[config.mk]
export PLATFORM = sky130hd
export DESIGN_NAME = mem_port_arbiter
export DESIGN_NICKNAME = d
export VERILOG_FILES = /design/src/rtl/mem_port_arbiter.sv
export SDC_FILE = /design/constraint.sdc
export NUM_CORES = 1
export LEC_CHECK = 0
export CAP_MARGIN = 20
export CORE_ASPECT_RATIO = 0.9
export CORE_MARGIN = 4
export CORE_UTILIZATION = 42
export CTS_CLUSTER_DIAMETER = 200
export DETAILED_ROUTE_END_ITERATION = 7
export PLACE_DENSITY = 0.8
export SLEW_MARGIN = 10
export SYNTH_ARGS = -nofsm -noshare
export SYNTH_HDL_FRONTEND = slang
export SYNTH_SLANG_ARGS = --single-unit
[constraint.sdc]
create_clock -name clk -period 2.4 [get_ports clk]
set_input_delay 0.36 -clock clk [delete_from_list [all_inputs] [get_ports clk]]
set_output_delay 0.36 -clock clk [all_outputs]
set_load 0.1 [all_outputs]
[src/rtl/mem_port_arbiter.sv]
`default_nettype none
// ============================================================================
//  Module   : mem_port_arbiter
//  Purpose  : Shares one backing-memory port between the instruction-fetch
//             refill side (I) and the data-cache miss / write-through side
//             (D). Each access holds mem_en for MEM_LAT cycles, then the read
//             data (or a write completion) is returned to the owner with a
//             one-cycle rvalid pulse. busy is high whenever the arbiter is
//             not idle, so the hazard unit can stall the pipeline.
//
//  Ports    : clk, rst (asynchronous, active-low)
//             i_req/i_addr            -> i_gnt/i_rvalid/i_rdata
//             d_req/d_we/d_addr/d_wdata -> d_gnt/d_rvalid/d_rdata
//             mem_en/mem_we/mem_addr/mem_wdata -> memory, mem_rdata <- memory
//             busy                    -> hazard unit
//
//  Options  : `define ARB_ROUND_ROBIN_EN gives simultaneous requests to the
//             side that did not own the previous access. Without it, D
//             always beats I (the D access belongs to an older instruction).
//
//  Revision : 1.0 - initial release
// ============================================================================
module mem_port_arbiter #(
    parameter int ADDR_W  = 32,
    parameter int DATA_W  = 32,
    parameter int MEM_LAT = 2
) (
    input  logic              clk,
    input  logic              rst,
    // I side (read only)
    input  logic              i_req,
    input  logic [ADDR_W-1:0] i_addr,
    output logic              i_gnt,
    output logic              i_rvalid,
    output logic [DATA_W-1:0] i_rdata,
    // D side (read or write)
    input  logic              d_req,
    input  logic              d_we,
    input  logic [ADDR_W-1:0] d_addr,
    input  logic [DATA_W-1:0] d_wdata,
    output logic              d_gnt,
    output logic              d_rvalid,
    output logic [DATA_W-1:0] d_rdata,
    // Memory port
    output logic              mem_en,
    output logic              mem_we,
    output logic [ADDR_W-1:0] mem_addr,
    output logic [DATA_W-1:0] mem_wdata,
    input  logic [DATA_W-1:0] mem_rdata,
    // Stall request
    output logic              busy
);

    // The latency counter is 4 bits wide, so only 1..15 can be represented.
    generate
        if ((MEM_LAT < 1) || (MEM_LAT > 15)) begin : g_bad_mem_lat
            $fatal(1, "mem_port_arbiter: MEM_LAT must be in 1..15");
        end
    endgenerate

    localparam logic [1:0] c_st_idle   = 2'd0;
    localparam logic [1:0] c_st_access = 2'd1;
    localparam logic [1:0] c_st_resp   = 2'd2;
    localparam logic [3:0] c_lat       = 4'(MEM_LAT);

    logic [1:0]        r_state;
    logic [1:0]        w_state_nxt;
    logic [3:0]        r_cnt;
    logic              r_owner_i;     // 1: current access belongs to I
    logic              w_start;       // a grant happens at this edge
    logic              w_last_beat;   // final mem_en cycle of the access
    logic              w_pick_i;      // winner if a grant happens now

    logic              r_i_gnt;
    logic              r_i_rvalid;
    logic [DATA_W-1:0] r_i_rdata;
    logic              r_d_gnt;
    logic              r_d_rvalid;
    logic [DATA_W-1:0] r_d_rdata;
    logic              r_mem_en;
    logic              r_mem_we;
    logic [ADDR_W-1:0] r_mem_addr;
    logic [DATA_W-1:0] r_mem_wdata;
    logic              r_busy;

    // ------------------------------------------------------------------------
    // Winner selection
    // ------------------------------------------------------------------------
`ifdef ARB_ROUND_ROBIN_EN
    // 0 = D owned the last access, 1 = I owned it. A lone requester always
    // wins; on a tie the side that did not own the last access wins.
    logic r_last_owner_i;

    assign w_pick_i = i_req & (~d_req | ~r_last_owner_i);

    always_ff @(posedge clk or negedge rst) begin
        if (!rst) begin
            r_last_owner_i <= 1'b0;
        end else if (w_start) begin
            r_last_owner_i <= w_pick_i;
        end
    end
`else
    assign w_pick_i = i_req & ~d_req;
`endif

    // ------------------------------------------------------------------------
    // State machine
    // ------------------------------------------------------------------------
    assign w_last_beat = (r_cnt == 4'd1);

    always_comb begin
        w_state_nxt = r_state;
        w_start     = 1'b0;
        case (r_state)
            c_st_idle: begin
                if (i_req || d_req) begin
                    w_start     = 1'b1;
                    w_state_nxt = c_st_access;
                end
            end
            c_st_access: begin
                if (w_last_beat) begin
                    w_state_nxt = c_st_resp;
                end
            end
            c_st_resp: begin
                // Returning to IDLE unconditionally gives the mandatory idle
                // cycle between back-to-back accesses.
                w_state_nxt = c_st_idle;
            end
            default: begin
                w_state_nxt = c_st_idle;
            end
        endcase
    end

    always_ff @(posedge clk or negedge rst) begin
        if (!rst) begin
            r_state <= c_st_idle;
        end else begin
            r_state <= w_state_nxt;
        end
    end

    // ------------------------------------------------------------------------
    // Registered datapath and outputs. The memory-side registers double as the
    // capture of the winning request, so later changes on the request
    // buses have no effect on an access in flight.
    // ------------------------------------------------------------------------
    always_ff @(posedge clk or negedge rst) begin
        if (!rst) begin
            r_cnt       <= 4'd0;
            r_owner_i   <= 1'b0;
            r_i_gnt     <= 1'b0;
            r_i_rvalid  <= 1'b0;
            r_i_rdata   <= '0;
            r_d_gnt     <= 1'b0;
            r_d_rvalid  <= 1'b0;
            r_d_rdata   <= '0;
            r_mem_en    <= 1'b0;
            r_mem_we    <= 1'b0;
            r_mem_addr  <= '0;
            r_mem_wdata <= '0;
            r_busy      <= 1'b0;
        end else begin
            // Handshake pulses default low; each is raised for one cycle only.
            r_i_gnt    <= 1'b0;
            r_d_gnt    <= 1'b0;
            r_i_rvalid <= 1'b0;
            r_d_rvalid <= 1'b0;
            case (r_state)
                c_st_idle: begin
                    if (w_start) begin
                        r_owner_i   <= w_pick_i;
                        r_i_gnt     <= w_pick_i;
                        r_d_gnt     <= ~w_pick_i;
                        r_mem_en    <= 1'b1;
                        r_mem_we    <= ~w_pick_i & d_we;
                        r_mem_addr  <= w_pick_i ? i_addr : d_addr;
                        // I side never writes; drive zero rather than stale data.
                        r_mem_wdata <= w_pick_i ? '0 : d_wdata;
                        r_cnt       <= c_lat;
                        r_busy      <= 1'b1;
                    end
                end
                c_st_access: begin
                    if (w_last_beat) begin
                        r_mem_en    <= 1'b0;
                        r_mem_we    <= 1'b0;
                        r_mem_addr  <= '0;
                        r_mem_wdata <= '0;
                        // rdata is only updated here, so each side holds its
                        // last returned value until its next rvalid.
                        if (r_owner_i) begin
                            r_i_rvalid <= 1'b1;
                            r_i_rdata  <= mem_rdata;
                        end else begin
                            r_d_rvalid <= 1'b1;
                            r_d_rdata  <= r_mem_we ? '0 : mem_rdata;
                        end
                    end else begin
                        r_cnt <= r_cnt - 4'd1;
                    end
                end
                c_st_resp: begin
                    r_busy <= 1'b0;
                end
                default: begin
                    r_busy   <= 1'b0;
                    r_mem_en <= 1'b0;
                end
            endcase
        end
    end

    assign i_gnt     = r_i_gnt;
    assign i_rvalid  = r_i_rvalid;
    assign i_rdata   = r_i_rdata;
    assign d_gnt     = r_d_gnt;
    assign d_rvalid  = r_d_rvalid;
    assign d_rdata   = r_d_rdata;
    assign mem_en    = r_mem_en;
    assign mem_we    = r_mem_we;
    assign mem_addr  = r_mem_addr;
    assign mem_wdata = r_mem_wdata;
    assign busy      = r_busy;

endmodule
`default_nettype wire

==> results.cfg, run 1 <==
[clock_tree]
cts_setup_buffers = 0
clk_latency_ns = 0.42
cts_sinks = 142
clk_pin_slew_ns = 0.06
htree_levels = 4
tritoncts = yes
cts_buffers = 17
clk_path_buf_depth = 2
root_buffer = clkbuf_16

[synth]
synth_cell_types = 36
synth_edf_count = 0
synthArstFlopShare = 1.00
yosys_warnings = 0
syn_inst = 471
netlist_top_cells_area = dfrtp_1, a22o_1, mux2_4, mux2_2, nand2_1
yosys.area.top_type = dfrtp_1
avgSynthCellArea_um2 = 12.8
ys_seq_elements = 142
synth_ff_type = dfrtp_1
synth_nets = 606
yosysTopAreaCellShare = 0.592
synth.yosys.seq_area_share = 0.592
netlist_area_um2 = 6010

[sta]
fmax_ghz = 0.432
fin_skew_ns = 0.00581
maxSlewHeadroom = 0.539
min_period_ns = 2.32
fin_tns_setup_ns = 0
tightest_slew_ns = 0.691
rsz0062_at_grt = false
hold_violations = 0
drv_slew = 0
finalCritPeriodShare = 0.965
setup_viol = 0

[placement]
numPortBuffers = 267
hpwl_um = 12700
gp_congestion = 0.826

[critical_path]
worstPathMaxFanout = 33
cp-start-kind = register
cp_data_required_time_ns = 2.70
ff2ff_path_depth = 6
critPathKind = reg2reg
r2r_slack_ns = 0.08
endpoint_kind = register
arrival_ns = 2.61

[routing]
via_per_inst = 5.08
antenna_left = 0
route.met2.wl_um = 8250
drcViolationCount = 0
wl_met1_um = 7080
highest_layer = met4
met3_length_um = 1720
wl_um = 17300
wire_per_inst_um = 18.4
vias = 4779
dr.pass1.iters = 5
first_iter_violations = 193

[die]
die_w_um = 134
pin_count = 268
die_h_um = 121
dieArea_um2 = 16300
initial_core_util = 0.429
rows = 41
core_region_area_um2 = 14000

[layout]
seq_area_um2 = 3550
fillCellCount = 1036
area_growth_pct = 54.0
nets = 870
multi_input_area_um2 = 2240
final_layout_size_suffix_gt1_frac = 0.339
n_antenna_cell = 0

[global_routing]
grt_max_degree = 73
overflow = 0
grt_pass1_wl_um = 26700
grt_pass1_vias = 4990
grt_use_total = 0.211
antenna_found_initial = 0

[hold_path]
min_path_type = reg2reg
whs_path_depth = 1

[status]
status = complete, no violations

[run]
cap_viol_max_count = 0
[per-layer routing]
layer / up-vias / global-route usage
met1: 2331 / 0.265
met3: 23 / 0.0804
met2: 232 / 0.337
met5: - / 0
met4: 0 / 0.0712
li1: 2193 / -
[worst max-delay path, stage by stage (launching register included)]
cell and delay, ns:
dfrtp_1 0.41, inv_1 0.10, ha_1 0.21, or3b_4 0.43
or3_2 0.49, buf_12 0.20, mux2_4 0.32
[final timing paths]
check | from | end
worst max register to register | r_cnt[1] | d_rdata[13]
max in group asynchronous | rst | i_rdata[18]
worst max-delay path | r_cnt[1] | d_rdata[13]
worst min-delay path | mem_wdata[31] | mem_wdata[31]
worst min register to register | mem_wdata[31] | mem_wdata[31]
min in group asynchronous | rst | d_rdata[31]
[cells in the final DEF (no fill, tap or decap), types with 2 or more instances in the layout]
| master | Yosys | routed |
|---|---|---|
| ha_1 | 2 | 2 |
| inv_6 | 0 | 3 |
| buf_12 | 3 | 5 |
| a22oi_1 | 4 | 3 |
| or3_2 | 1 | 2 |
| o21ai_0 | 32 | 32 |
| nand2_1 | 60 | 60 |
| o21a_1 | 2 | 2 |
| dfrtp_1 | 142 | 142 |
| bufinv_16 | 0 | 7 |
| or2_2 | 2 | 2 |
| clkbuf_16 | 0 | 17 |
| inv_1 | 4 | 4 |
| clkdlybuf4s50_1 | 0 | 130 |
| o2bb2ai_1 | 3 | 3 |
| buf_4 | 0 | 144 |
| mux2_4 | 29 | 29 |
| nor2b_1 | 34 | 34 |
| mux2_2 | 35 | 35 |
| a22o_1 | 63 | 63 |
| clkinvlp_4 | 0 | 3 |
| nor2_1 | 4 | 3 |
[sequential cells by signal, indices dropped and copies added (netlist names)]
register,cells
r_cnt,4
mem_addr,32
mem_wdata,32
mem_en,1
i_gnt,1
i_rdata,32
busy,1
d_gnt,1
r_state,2
i_rvalid,1
d_rvalid,1
r_owner_i,1
d_rdata,32
mem_we,1
[cells by family (layout without fill, tap and decap cells)]
logic type	Yosys count	in the layout	share of synthesized area
flops	142	142	0.592
mux	64	64	0.138
compound gates	110	110	0.138
simple gates	112	112	0.0910
fa+ha+maj	2	2	0.00417
buf+inv	41	317	0.0369
[area by class of cell]
class | count | share of cell area
sequential | 142 | 0.384
timing repair buffer | 282 | 0.271
multi-input combinational | 288 | 0.243
clock buffer | 18 | 0.0464
clock inverter | 13 | 0.0280
tap | 193 | 0.0261
inverter | 4 | 0.00162
[what timing repair did]
item	4_1_cts	5_1_grt
hold buffers	1	0
gates resized for setup	0	1
endpoints found under the hold margin	45	0
endpoints found under the setup margin	0	31
[cell usage after synthesis, types with 2 or more instances]
cell       count
dfrtp_1      142
a22o_1        63
nand2_1       60
mux2_2        35
nor2b_1       34
o21ai_0       32
mux2_4        29
clkbuf_1      24
buf_2          9
a22oi_1        4
inv_1          4
nor2_1         4
buf_12         3
o2bb2ai_1      3
ha_1           2
o21a_1         2
or2_2          2
[metrics by stage]
step           instance area, um2  instances  setup WS (ns)   util  hold WS, ns
2_1_floorplan                6010        471          0.275      -       0.0644
3_3_place_gp                 8550        908          0.184  0.610        0.423
3_5_place_dp                 8550        908         0.0955  0.610        0.433
4_1_cts                      9250        940         0.0628  0.660        0.505
5_1_grt                      9250        940        0.00804  0.661        0.517
6_report                     9250        940         0.0847  0.661        0.502
Power of run 1 is left out: the tool's default activity adds up to more than one toggle a clock period on the data nets, which glitch-free logic cannot reach.
==> run 2, diff against run 1 <==
CORE_MARGIN = 3   (was 4)
==> results.cfg, run 2 (synthesized netlist as in run 1, its figures left out) <==
[status]
status = complete, no violations

[layout]
n_antenna_cell = 0
mostFrequentLayoutCells = dfrtp_1, buf_4, clkdlybuf4s50_1, a22o_1, nand2_1
final_layout_size_suffix_gt1_frac = 0.336
area_growth_pct = 53.0
fin_area_um2 = 9190
fin_cells = 935
nets = 869
fillCellCount = 1006

[sta]
maxSlewHeadroom = 0.725
fin_tns_setup_ns = 0
hold_violations = 0
rsz0062_at_grt = false
fmax_ghz = 0.454
tightest_slew_ns = 0.413
holdWs_ns = 0.368
drv_slew = 0
min_period_ns = 2.20
setup_viol = 0
finalCritPeriodShare = 0.918
fin_skew_ns = 0.0109

[clock_tree]
cts-resized-gates = 0
cts_sinks = 142
root_buffer = clkbuf_16
clk_path_buf_depth = 2
cts_buffers = 17
clk_latency_ns = 0.42
clk_pin_slew_ns = 0.06
htree_levels = 4
tritoncts = yes

[critical_path]
cp_data_required_time_ns = 2.70
critPathKind = reg2reg
cp-start-kind = register
endpoint_kind = register
ff2ff_path_depth = 6
arrival_ns = 2.50
worstPathMaxFanout = 33

[routing]
first_iter_violations = 269
dr.pass1.iters = 4
vias = 4766
via_per_inst = 5.10
antenna_left = 0
wl_um = 16800
wire_per_inst_um = 18.0
drcViolationCount = 0

[placement]
gp_congestion = 0.818
dpl-instance-area_um2 = 8550
post-place-cells = 903
hpwl_um = 12300
numPortBuffers = 267

[global_routing]
grt_max_degree = 69
grt_use_total = 0.213
overflow = 0
grt_pass1_wl_um = 26600
antenna_found_initial = 0
grt_pass1_vias = 4881

[die]
pin_count = 268
dieArea_um2 = 15800
die_h_um = 119
core_region_area_um2 = 13700
initial_core_util = 0.440
die_w_um = 132
rows = 40

[hold_path]
whs_path_depth = 2
min_path_type = in2reg

[run]
cap_viol_max_count = 0
[run 2: cell count changes in the layout (fill, tap and decap cells not counted), sizes merged]
cell | previous run | this run
clkinv | 0 | 4
buf | 151 | 150
inv | 7 | 5
bufinv | 7 | 4
clkinvlp | 3 | 1
clkbuf | 18 | 21
[run 2: final timing paths]
kind                               from             to  slack [ns]
min in group asynchronous           rst    d_rdata[12]        0.38
max                            r_cnt[1]    d_rdata[24]        0.20
min                               d_req          i_gnt        0.37
max reg2reg                    r_cnt[1]    d_rdata[24]        0.20
max in group asynchronous           rst  mem_wdata[10]        1.40
min reg2reg                mem_wdata[7]   mem_wdata[7]        0.50
[run 2: timing repair]
action,4_1_cts,5_1_grt
endpoints found under the hold margin,23,0
hold buffers,1,0
setup buffers,0,0
[run 2: area by class of cell]
| cell class | instances | area, um2 | share of cell area |
|---|---|---|---|
| Timing Repair Buffer | 281 | 2510 | 0.274 |
| Clock buffer | 21 | 470 | 0.0512 |
| Sequential cell | 142 | 3550 | 0.387 |
| Inverter | 4 | 15.0 | 0.00163 |
| Multi-Input combinational cell | 288 | 2240 | 0.244 |
| Tap cell | 189 | 236 | 0.0257 |
| Clock inverter | 10 | 160 | 0.0174 |
[run 2: metrics by stage]
step                      setup WS, ns  utilization
after floorplan                  0.275            -
after global placement           0.266        0.626
after detailed placement         0.202        0.626
after CTS                        0.192        0.673
after global routing             0.117        0.673
final                            0.196        0.673
[run 2: routing by layer]
| layer | vias to the layer above | share of wire | global-route usage |
|---|---|---|---|
| met1 | 2311 | 0.41 | 0.261 |
| met5 | - | 0 | 0 |
| met3 | 20 | 0.090 | 0.0781 |
| li1 | 2206 | - | - |
| met4 | 0 | 0.017 | 0.0761 |
| met2 | 229 | 0.49 | 0.348 |
[run 2: critical path: stages, from the launching register on]
cell	delay [ns]
dfrtp_1	0.39
inv_1	0.09
ha_1	0.20
or3b_1	0.37
or3_2	0.49
buf_12	0.22
mux2_4	0.32
Power of run 2 is left out for the same reason.
==> run 3, diff against run 2 <==
SLEW_MARGIN = 0   (was 10)
==> results of run 3 <==
Same layout as run 2: the final DEF is identical, and so are final timing and power.
Power of run 3 is left out for the same reason.
